## config.mk

```make
export PLATFORM = sky130hd
export DESIGN_NAME = game_ctrl
export DESIGN_NICKNAME = d
export VERILOG_FILES = /design/src/rtl/game_pkg.sv /design/src/rtl/score_counter.sv /design/src/rtl/game_ctrl.sv
export SDC_FILE = /design/constraint.sdc
export NUM_CORES = 1
export LEC_CHECK = 0
export CAP_MARGIN = 15
export CORE_ASPECT_RATIO = 1.2
export CORE_UTILIZATION = 25
export DETAILED_ROUTE_END_ITERATION = 8
export HOLD_SLACK_MARGIN = 0.03
export PLACE_DENSITY = 0.46
export SYNTH_ARGS = -nofsm -noshare
export SYNTH_HDL_FRONTEND = slang
export SYNTH_SLANG_ARGS = --single-unit
```

## constraint.sdc

```tcl
create_clock -name CLK -period 2.3 [get_ports CLK]
set_clock_uncertainty 0.15 [all_clocks]
set_input_delay 0.23 -clock CLK [delete_from_list [all_inputs] [get_ports CLK]]
set_output_delay 0.23 -clock CLK [all_outputs]
set_load 0.02 [all_outputs]
```

## src/rtl/game_pkg.sv

```systemverilog
// Shared definitions for the dinosaur-runner game sequencer.
// Holds the FSM state encoding and the score/speed widths and limits
// used by game_ctrl and score_counter.
package game_pkg;

  typedef enum logic [1:0] {
    IDLE = 2'd0,
    RUN  = 2'd1,
    DEAD = 2'd2,
    OVER = 2'd3
  } game_state_t;

  localparam int SCORE_W = 14;
  localparam int SPEED_W = 4;

  localparam logic [SCORE_W-1:0] SCORE_MAX = 14'd9999;

endpackage

```

## src/rtl/score_counter.sv

```systemverilog
// Frame divider plus saturating score register.
//
// Ports:
//   clk         system clock
//   rst_n       asynchronous active-low reset
//   clear       synchronous clear of divider, score and step trackers
//   tick_en     count one frame tick this cycle
//   score       registered score, 0..SCORE_MAX
//   step_hit    high in the cycle whose edge moves score onto a nonzero
//               multiple of SPEED_STEP
//   hundred_hit high in the cycle whose edge moves score onto a nonzero
//               multiple of 100
//
// Both flags describe the increment about to be registered, so a consumer
// that registers on them updates on the same edge as the score itself.
module score_counter
  import game_pkg::*;
#(
  parameter int SCORE_DIV  = 6,
  parameter int SPEED_STEP = 100
) (
  input  logic               clk,
  input  logic               rst_n,
  input  logic               clear,
  input  logic               tick_en,
  output logic [SCORE_W-1:0] score,
  output logic               step_hit,
  output logic               hundred_hit
);

  localparam int DIV_W  = (SCORE_DIV  > 1) ? $clog2(SCORE_DIV)  : 1;
  localparam int STEP_W = (SPEED_STEP > 1) ? $clog2(SPEED_STEP) : 1;

  logic [DIV_W-1:0]   div_q;
  logic [STEP_W-1:0]  step_q;
  logic [6:0]         hund_q;
  logic [SCORE_W-1:0] score_q;
  logic               wrap;
  logic               inc;

  // Side counters track score modulo SPEED_STEP and modulo 100 so the
  // milestone flags need no divider hardware. They advance only on a real
  // increment, so saturation at SCORE_MAX raises no further flags.
  assign wrap        = tick_en && (div_q == DIV_W'(SCORE_DIV - 1));
  assign inc         = wrap && (score_q != SCORE_MAX);
  assign step_hit    = inc && (step_q == STEP_W'(SPEED_STEP - 1));
  assign hundred_hit = inc && (hund_q == 7'd99);
  assign score       = score_q;

  always_ff @(posedge clk or negedge rst_n) begin
    if (!rst_n) begin
      div_q   <= '0;
      step_q  <= '0;
      hund_q  <= '0;
      score_q <= '0;
    end else if (clear) begin
      div_q   <= '0;
      step_q  <= '0;
      hund_q  <= '0;
      score_q <= '0;
    end else begin
      if (tick_en) begin
        div_q <= wrap ? '0 : div_q + DIV_W'(1);
      end
      if (inc) begin
        score_q <= score_q + SCORE_W'(1);
        step_q  <= step_hit ? '0 : step_q + STEP_W'(1);
        hund_q  <= hundred_hit ? '0 : hund_q + 7'd1;
      end
    end
  end

endmodule

```

## src/rtl/game_ctrl.sv

```systemverilog
// Top-level game sequencer for the dinosaur runner.
// Runs the IDLE/RUN/DEAD/OVER state machine, turns frame ticks into a
// saturating score, ramps the scroll speed and requests buzzer beeps.
//
// Ports:
//   CLK          system clock
//   clrn         asynchronous active-low reset
//   frame_tick   one-cycle pulse per video frame
//   btn_jump     debounced jump button level
//   collision    dinosaur/obstacle overlap, sampled with frame_tick
//   game_status  1 only while running
//   state        current FSM state
//   speed        scroll speed
//   score        binary score, 0..9999
//   beep         buzzer request
module game_ctrl
  import game_pkg::*;
#(
  parameter int SCORE_DIV   = 6,
  parameter int SPEED_STEP  = 100,
  parameter int SPEED_INIT  = 1,
  parameter int SPEED_MAX   = 15,
  parameter int HOLD_FRAMES = 30,
  parameter int BEEP_FRAMES = 8
) (
  input  logic               CLK,
  input  logic               clrn,
  input  logic               frame_tick,
  input  logic               btn_jump,
  input  logic               collision,
  output logic               game_status,
  output logic [1:0]         state,
  output logic [SPEED_W-1:0] speed,
  output logic [SCORE_W-1:0] score,
  output logic               beep
);

  localparam int HOLD_W = $clog2(HOLD_FRAMES + 1);
  localparam int BEEP_W = $clog2(BEEP_FRAMES + 1);

  game_state_t        state_q, state_d;
  logic               btn_q;
  logic               press;
  logic               start;
  logic               collide;
  logic               tick_en;
  logic [HOLD_W-1:0]  hold_q;
  logic [BEEP_W-1:0]  beep_q;
  logic [SPEED_W-1:0] speed_q;
  logic               step_hit;
  logic               hundred_hit;

  // A press is a rising edge against the registered previous level, so a
  // held button counts once and a button held from RUN cannot restart.
  assign press = btn_jump && !btn_q;

  score_counter #(
    .SCORE_DIV  (SCORE_DIV),
    .SPEED_STEP (SPEED_STEP)
  ) u_score (
    .clk         (CLK),
    .rst_n       (clrn),
    .clear       (start),
    .tick_en     (tick_en),
    .score       (score),
    .step_hit    (step_hit),
    .hundred_hit (hundred_hit)
  );

  always_ff @(posedge CLK or negedge clrn) begin
    if (!clrn) begin
      state_q <= IDLE;
      btn_q   <= 1'b0;
    end else begin
      state_q <= state_d;
      btn_q   <= btn_jump;
    end
  end

  // Collision is checked before scoring, so a collision on a wrap tick
  // costs the point. A start clears the score counter, which outranks
  // any tick arriving in the same cycle.
  always_comb begin
    state_d = state_q;
    start   = 1'b0;
    collide = 1'b0;
    tick_en = 1'b0;
    unique case (state_q)
      IDLE, OVER: begin
        if (press) begin
          start   = 1'b1;
          state_d = RUN;
        end
      end
      RUN: begin
        if (frame_tick) begin
          if (collision) begin
            collide = 1'b1;
            state_d = DEAD;
          end else begin
            tick_en = 1'b1;
          end
        end
      end
      DEAD: begin
        if (frame_tick && (hold_q == HOLD_W'(1))) begin
          state_d = OVER;
        end
      end
      default: state_d = IDLE;
    endcase
  end

  always_ff @(posedge CLK or negedge clrn) begin
    if (!clrn) begin
      hold_q <= '0;
    end else if (collide) begin
      hold_q <= HOLD_W'(HOLD_FRAMES);
    end else if ((state_q == DEAD) && frame_tick && (hold_q != '0)) begin
      hold_q <= hold_q - HOLD_W'(1);
    end
  end

  always_ff @(posedge CLK or negedge clrn) begin
    if (!clrn) begin
      speed_q <= SPEED_W'(SPEED_INIT);
    end else if (start) begin
      speed_q <= SPEED_W'(SPEED_INIT);
    end else if (step_hit && (speed_q < SPEED_W'(SPEED_MAX))) begin
      speed_q <= speed_q + SPEED_W'(1);
    end
  end

  // Reloads override the per-tick countdown; a start silences the buzzer.
  always_ff @(posedge CLK or negedge clrn) begin
    if (!clrn) begin
      beep_q <= '0;
    end else if (start) begin
      beep_q <= '0;
    end else if (collide || hundred_hit) begin
      beep_q <= BEEP_W'(BEEP_FRAMES);
    end else if (frame_tick && (beep_q != '0)) begin
      beep_q <= beep_q - BEEP_W'(1);
    end
  end

  assign state       = state_q;
  assign game_status = (state_q == RUN);
  assign speed       = speed_q;
  assign beep        = (beep_q != '0);

endmodule

```

==> results.cfg, run 1 <==
[layout]
drive_above_1_share_pct = 15.80
areaGrowthSynthToFinish_pct = 29.53
n_antenna_cell = 0
fin_cells = 477
final_nets = 366
final.fill_count = 1116

[timing]
setup_viol = 0
finalCritPeriodShare_pct = 97.25
max_freq_ghz = 0.4471
fin_setup_tns_ps = 0
rsz0062_at_grt = true
timing.max_slew.rel_slack_pct = 60.52
finalWorstPathRequiredPeriod_ps = 2237
hold_violations = 0
slew_violations = 0
worst_pin_slew_ps = 584.0

[critical_path]
cp_data_arrival_time_ps = 2260
crit_path_end_kind = flip-flop
reg2reg_depth = 4
r2r_end = u_score.hund_q[3]$_DFFE_PN0P_
r2r-start = u_score.hund_q[4]$_DFFE_PN0P_
regToRegSetupSlack_ps = 60
startpoint_type = flip-flop
cp_max_fo = 3
cp_data_required_time_ps = 2320
critPathKind = flip-flop to flip-flop
crit_end = u_score.hund_q[3]$_DFFE_PN0P_
critPathLaunch = u_score.hund_q[4]$_DFFE_PN0P_

[job]
cap_violations = 0

[run_status]
status = complete, but fails checks
violations = DRC

[drt]
avgRoutedWirePerCell_um = 15.54
vias = 2467
firstDrtPassIters = 6
routed_wl_um = 7411
drt-initial-drc-count = 112
via_per_inst = 5.172
drc = 4
ant_nets = 0

[pwr]
p_int_mw = 1.775
p_comb_share_pct = 28.9
p_seq_share_pct = 39.6
p_sw_share_pct = 31.79
p_clk_share_pct = 31.5
power_density_nw_per_um2 = 729.7
leakagePower_nw = 1.454
total_power_mw = 2.603
switchingPower_mw = 0.8274
ir_drop_mv = 0.2777

[placement]
numPortBuffers = 26
dp_hpwl_um = 5422
gp_congestion = 0.7993
placed_cells = 468

[clock_tree]
cts-buffers-inserted = 5
clock_sinks = 47
h-tree-depth = 2
cts_buffer_depth = 2
cts_tree = built
cts-root-buf = clkbuf_16
clk_latency_ps = 290
clk_transition_reported_paths_ps = 70

[yosys]
synthArstFlopShare_pct = 100.0
ys_seq_area_share_pct = 42.75
ys_top_cells_by_area = dfrtp_1 42%, ha_1 5.9%, a21oi_1 3.8%
syn_inst = 292
synth_top_cell_area_share_pct = 41.80
synth_nets = 310
synth_area_um2 = 2754
synth_cell_types = 49
avgSynthCellArea_um2 = 9.431
synth_ff_type = dfrtp_1
yosys.area.top_type = dfrtp_1
synth_seq_cells = 47
synth_edf_count = 0
ys_warn_count = 0

[global_route]
grt_pass1_wl_um = 12610
grt.met2_usage_pct = 25.77
met3_usage_pct = 2.613
top_usage_layer = met2
overflow = 0
grt_use_met1_pct = 16.67
grt_pass1_vias = 2474
grt_max_degree = 24
grt_use_total_pct = 14.12
antenna_found_initial = 0

[min_path]
min_path_type = input port to async pin

[die]
num_rows = 41
die_h_um = 117.0
dieArea_um2 = 11440
design.portCount = 27
die_w_um = 97.81
core_um2 = 10620
start_util_pct = 25.93
## metal layers
layer,vias up,share of wire (%)
li1,1202,-
met1,1224,45
met2,35,50
met3,6,3.3
met4,0,1.5
met5,-,0
## layout by cell type (no fill, tap or decap), types with 9 or more instances in the layout
cell type,n
nand3_1,21
inv_1,11
ha_1,12
a21oi_1,21
nor2_1,18
mux2i_1,9
buf_4,32
o21ai_0,13
nand2_1,25
dfrtp_1,46
clkdlybuf4s50_1,25
## how the worst min path moves through the flow
stage               from                      endpoint  slack [ps]  cells after the start
global route        clrn  u_score.score[3]$_DFFE_PN0P_         290                      2
floorplan           clrn         beep_q[0]$_DFFE_PN0P_        -220                      0
global placement    clrn  u_score.score[3]$_DFFE_PN0P_          30                      1
detailed placement  clrn  u_score.score[3]$_DFFE_PN0P_          30                      1
finish              clrn  u_score.score[3]$_DFFE_PN0P_         250                      2
CTS                 clrn  u_score.score[3]$_DFFE_PN0P_         270                      2
## sequential cells by signal (all words and copies together), names as in the netlist
name            flops
beep_q              4
btn_q               1
hold_q              5
speed               4
state               2
u_score.div_q       3
u_score.hund_q      7
u_score.score      14
u_score.step_q      7
## cell usage after synthesis, types with 2 or more instances
library cell / n
dfrtp_1: 46
nand2_1: 25
a21oi_1: 21
nand3_1: 21
nor2_1: 19
ha_1: 13
o21ai_0: 13
inv_1: 11
mux2i_1: 9
nand2b_1: 8
or4_1: 8
a32o_1: 7
nor3_1: 7
o31ai_1: 7
nor3b_1: 6
clkbuf_1: 5
nand4_1: 5
nor4_1: 5
or3_1: 5
xnor2_1: 4
and4_1: 3
buf_2: 3
nand3b_1: 3
nor4b_1: 3
o211ai_1: 3
a31oi_1: 2
and2_1: 2
and3_1: 2
buf_1: 2
or3_2: 2
or4_4: 2
or4b_2: 2
or4b_4: 2
## layout make-up
class / count / area (um2) / area share, %
Clock buffer: 6 / 128.9 / 3.613
Tap cell: 129 / 161.4 / 4.525
Timing Repair Buffer: 60 / 525.5 / 14.73
Clock inverter: 1 / 30.03 / 0.8418
Inverter: 11 / 41.29 / 1.157
Multi-Input combinational cell: 223 / 1503 / 42.13
Sequential cell: 47 / 1177 / 33.01
## worst max-delay path, stage by stage, from the launching register on
cell,delay [ps]
dfrtp_1,390
or4b_2,700
or2_2,330
a211o_1,300
a32o_1,260
## timing repair
| item | in CTS | in global routing |
|---|---|---|
| hold buffers | 1 | 0 |
| setup endpoints to repair | 4 | 7 |
| hold endpoints to repair | 14 | 0 |
| resized for setup | 2 | 1 |
| gates cloned | 0 | 0 |
| setup buffers | 0 | 1 |
## kinds of logic (layout without fill, tap and decap cells)
logic type      after synthesis  count (layout)  synth area share (%)
xor+xnor                      4               4                 1.272
buf+inv                      22              78                 3.408
flops                        47              47                 42.75
compound gates               61              61                 14.31
fa+ha+maj                    13              13                 5.907
mux                           9               9                 3.271
simple gates                136             136                 29.08
## power groups by stage
stage | clock network, mW | registers, mW | logic (mW)
floorplan | 0 | 1.04 | 0.481
global placement | 0 | 1.04 | 0.748
detailed placement | 0 | 1.05 | 0.759
CTS | 0.844 | 1.03 | 0.768
global route | 0.873 | 1.05 | 0.855
finish | 0.819 | 1.03 | 0.752
## per-stage QoR
| stage | area [um2] | hold slack, ps | util, % | setup WS, ps |
|---|---|---|---|---|
| finish | 3567 | 247.4 | 33.59 | 63.24 |
| global route | 3567 | 291.9 | 33.59 | -0.9726 |
| CTS | 3557 | 274.3 | 33.50 | 35.36 |
| detailed placement | 3383 | 28.69 | 31.86 | -22.22 |
| global placement | 3383 | 33.77 | 31.86 | -57.43 |
| floorplan | 2766 | -215.6 | - | 11.44 |
Note: power is estimated with default switching activity, not from simulation.
==> run 2: changes to the inputs <==
--- a/config.mk
+++ b/config.mk
@@ -5,11 +5,11 @@
 export SDC_FILE = /design/constraint.sdc
 export NUM_CORES = 1
 export LEC_CHECK = 0
-export CAP_MARGIN = 15
+export CAP_MARGIN = 20
 export CORE_ASPECT_RATIO = 1.2
 export CORE_UTILIZATION = 25
 export DETAILED_ROUTE_END_ITERATION = 8
-export HOLD_SLACK_MARGIN = 0.03
+export HOLD_SLACK_MARGIN = 0.05
 export PLACE_DENSITY = 0.46
 export SYNTH_ARGS = -nofsm -noshare
 export SYNTH_HDL_FRONTEND = slang
==> results of run 2 <==
Final layout, timing and power as in run 1 (identical DEF).
==> run 3: changes to the inputs <==
--- a/config.mk
+++ b/config.mk
@@ -6,9 +6,10 @@
 export NUM_CORES = 1
 export LEC_CHECK = 0
 export CAP_MARGIN = 20
-export CORE_ASPECT_RATIO = 1.2
+export CORE_ASPECT_RATIO = 0.8
 export CORE_UTILIZATION = 25
 export DETAILED_ROUTE_END_ITERATION = 8
+export GPL_TIMING_DRIVEN = 0
 export HOLD_SLACK_MARGIN = 0.05
 export PLACE_DENSITY = 0.46
 export SYNTH_ARGS = -nofsm -noshare
==> constraint.sdc (replaced) <==
create_clock -name CLK -period 2.05 [get_ports CLK]
set_clock_uncertainty 0.15 [all_clocks]
set_input_delay 0.205 -clock CLK [delete_from_list [all_inputs] [get_ports CLK]]
set_output_delay 0.205 -clock CLK [all_outputs]
set_load 0.02 [all_outputs]
==> results.cfg, run 3 (same netlist as run 1, synthesis figures left out) <==
[drt]
ant_nets = 0
via_per_inst = 5.212
drt-initial-drc-count = 174
routed_wl_um = 8492
firstDrtPassIters = 4
vias = 2627
drc = 0
avgRoutedWirePerCell_um = 16.85

[layout]
fin_cells = 504
layout_commonest_cell = dfrtp_1
final_util_pct = 39.04
drive_above_1_share_pct = 32.69
final_cell_mix = 38 x dfrtp_1, 28 x buf_4, 25 x nand2_1
areaGrowthSynthToFinish_pct = 48.66
final_nets = 381
n_antenna_cell = 0
postLayoutCellArea_um2 = 4094
largest_register_ffs = 14
final.fill_count = 1053

[die]
design.portCount = 27
num_rows = 33
dieArea_um2 = 11440
die_w_um = 119.3
start_util_pct = 26.26
core_um2 = 10490
die_h_um = 95.88

[critical_path]
max_stage_delay_ps = 560
critPathKind = flip-flop to flip-flop
startpoint_type = flip-flop
cp_data_arrival_time_ps = 2260
cp_max_fo = 10
cp_data_required_time_ps = 2120
crit_chain = or4b_4, or4_4, buf_6, nand4_1, mux2i_1
crit_path_end_kind = flip-flop
crit_slowest_cell = or4b_4

[timing]
slew_violations = 0
setup_viol = 20
rsz0062_at_grt = true
timing.max_slew.rel_slack_pct = 61.64
worst_pin_slew_ps = 567.3
finalCritPeriodShare_pct = 106.8
worst_slack_ps = -139.8
hold_violations = 0
finalWorstPathRequiredPeriod_ps = 2190
max_freq_ghz = 0.4567

[run_status]
status = complete, but fails checks
violations = setup timing

[global_route]
overflow = 0
grt_use_total_pct = 15.60
grt_pass1_vias = 2526
grt_pass1_wl_um = 13770
grt_max_degree = 26
antenna_found_initial = 0

[pwr]
leakagePower_nw = 1.583
p_clk_share_pct = 28.9
p_sw_share_pct = 34.44
p_seq_share_pct = 38.5
p_int_mw = 1.995
p_comb_share_pct = 32.7
switchingPower_mw = 1.048
total_power_mw = 3.043
ir_drop_mv = 0.2710
power_density_nw_per_um2 = 743.3

[placement]
placed_cells = 459
gp_congestion = 0.7855
dp_hpwl_um = 5362
dpl_cell_area_um2 = 3267
numPortBuffers = 26

[clock_tree]
cts_tree = built
h-tree-depth = 2
cts-buffers-inserted = 5
cts_buffer_depth = 2
clk_latency_ps = 300
clk_transition_reported_paths_ps = 70
clock_sinks = 47
cts-root-buf = clkbuf_16

[min_path]
min_path_type = input port to flip-flop

[job]
cap_violations = 0
-- run 3: worst paths after layout --
path / slack, ps / endpoint / cells past startpoint / start
max: -140 / speed[2]$_DFFE_PN0P_ / 5 / u_score.score[4]$_DFFE_PN0P_
min: 260 / btn_q$_DFF_PN0_ / 1 / btn_jump
max reg2reg: -140 / speed[2]$_DFFE_PN0P_ / 5 / u_score.score[4]$_DFFE_PN0P_
min reg2reg: 390 / hold_q[4]$_DFFE_PN0P_ / 2 / hold_q[4]$_DFFE_PN0P_
max in group asynchronous: 910 / u_score.score[12]$_DFFE_PN0P_ / 3 / clrn
min in group asynchronous: 290 / u_score.step_q[4]$_DFFE_PN0P_ / 2 / clrn
-- run 3: power by group through the flow --
| stage | clock network, mW | logic [mW] | registers, mW |
|---|---|---|---|
| detailed placement | 0 | 0.827 | 1.17 |
| global route | 0.939 | 1.12 | 1.19 |
| global placement | 0 | 0.810 | 1.17 |
| floorplan | 0 | 0.550 | 1.17 |
| CTS | 0.906 | 0.925 | 1.16 |
| finish | 0.878 | 0.995 | 1.17 |
-- run 3: repair_timing --
| action | in CTS | in global routing |
|---|---|---|
| pin swaps | 18 | 21 |
| endpoints found under the setup margin | 39 | 39 |
| hold buffers | 1 | 0 |
| buffers inserted | 25 | 10 |
| endpoints found under the hold margin | 21 | 0 |
| gates resized for setup | 35 | 53 |
| cloned | 1 | 1 |
-- run 3: area by class of cell --
class	count	area (um2)	share of cell area, %
flip-flops and latches	47	1187	29.00
repair buffers	64	608.1	14.85
well taps	140	175.2	4.279
plain buffers	11	138.9	3.392
clock buffers	6	138.9	3.392
multi-input cells	223	1788	43.67
inverters	11	41.29	1.009
clock inverters	2	16.27	0.3973
-- run 3: critical path: cells and delay by family, from the launching register on --
family | cells | cell delay [ps]
flip-flops | 1 | 410
buffers and inverters | 1 | 170
multiplexers | 1 | 180
AND/OR/NAND/NOR | 3 | 1190
-- run 3: per-stage QoR --
step	hold WS (ps)	TNS (ps)	setup WS, ps
3_5_place_dp	90.85	-15870	-604.6
3_3_place_gp	373.4	-61860	-1176
4_1_cts	249.0	-1356	-143.9
6_report	256.0	-1457	-139.8
5_1_grt	270.3	-3034	-225.0
2_1_floorplan	-240.6	-983.4	-110.9
-- run 3: metal layers --
metal	vias up	global-route usage [%]	wire, um
met5	-	0	0
met4	0	5.417	121
met3	12	2.844	212
met2	38	24.27	3941
met1	1338	21.77	4217
li1	1239	-	-
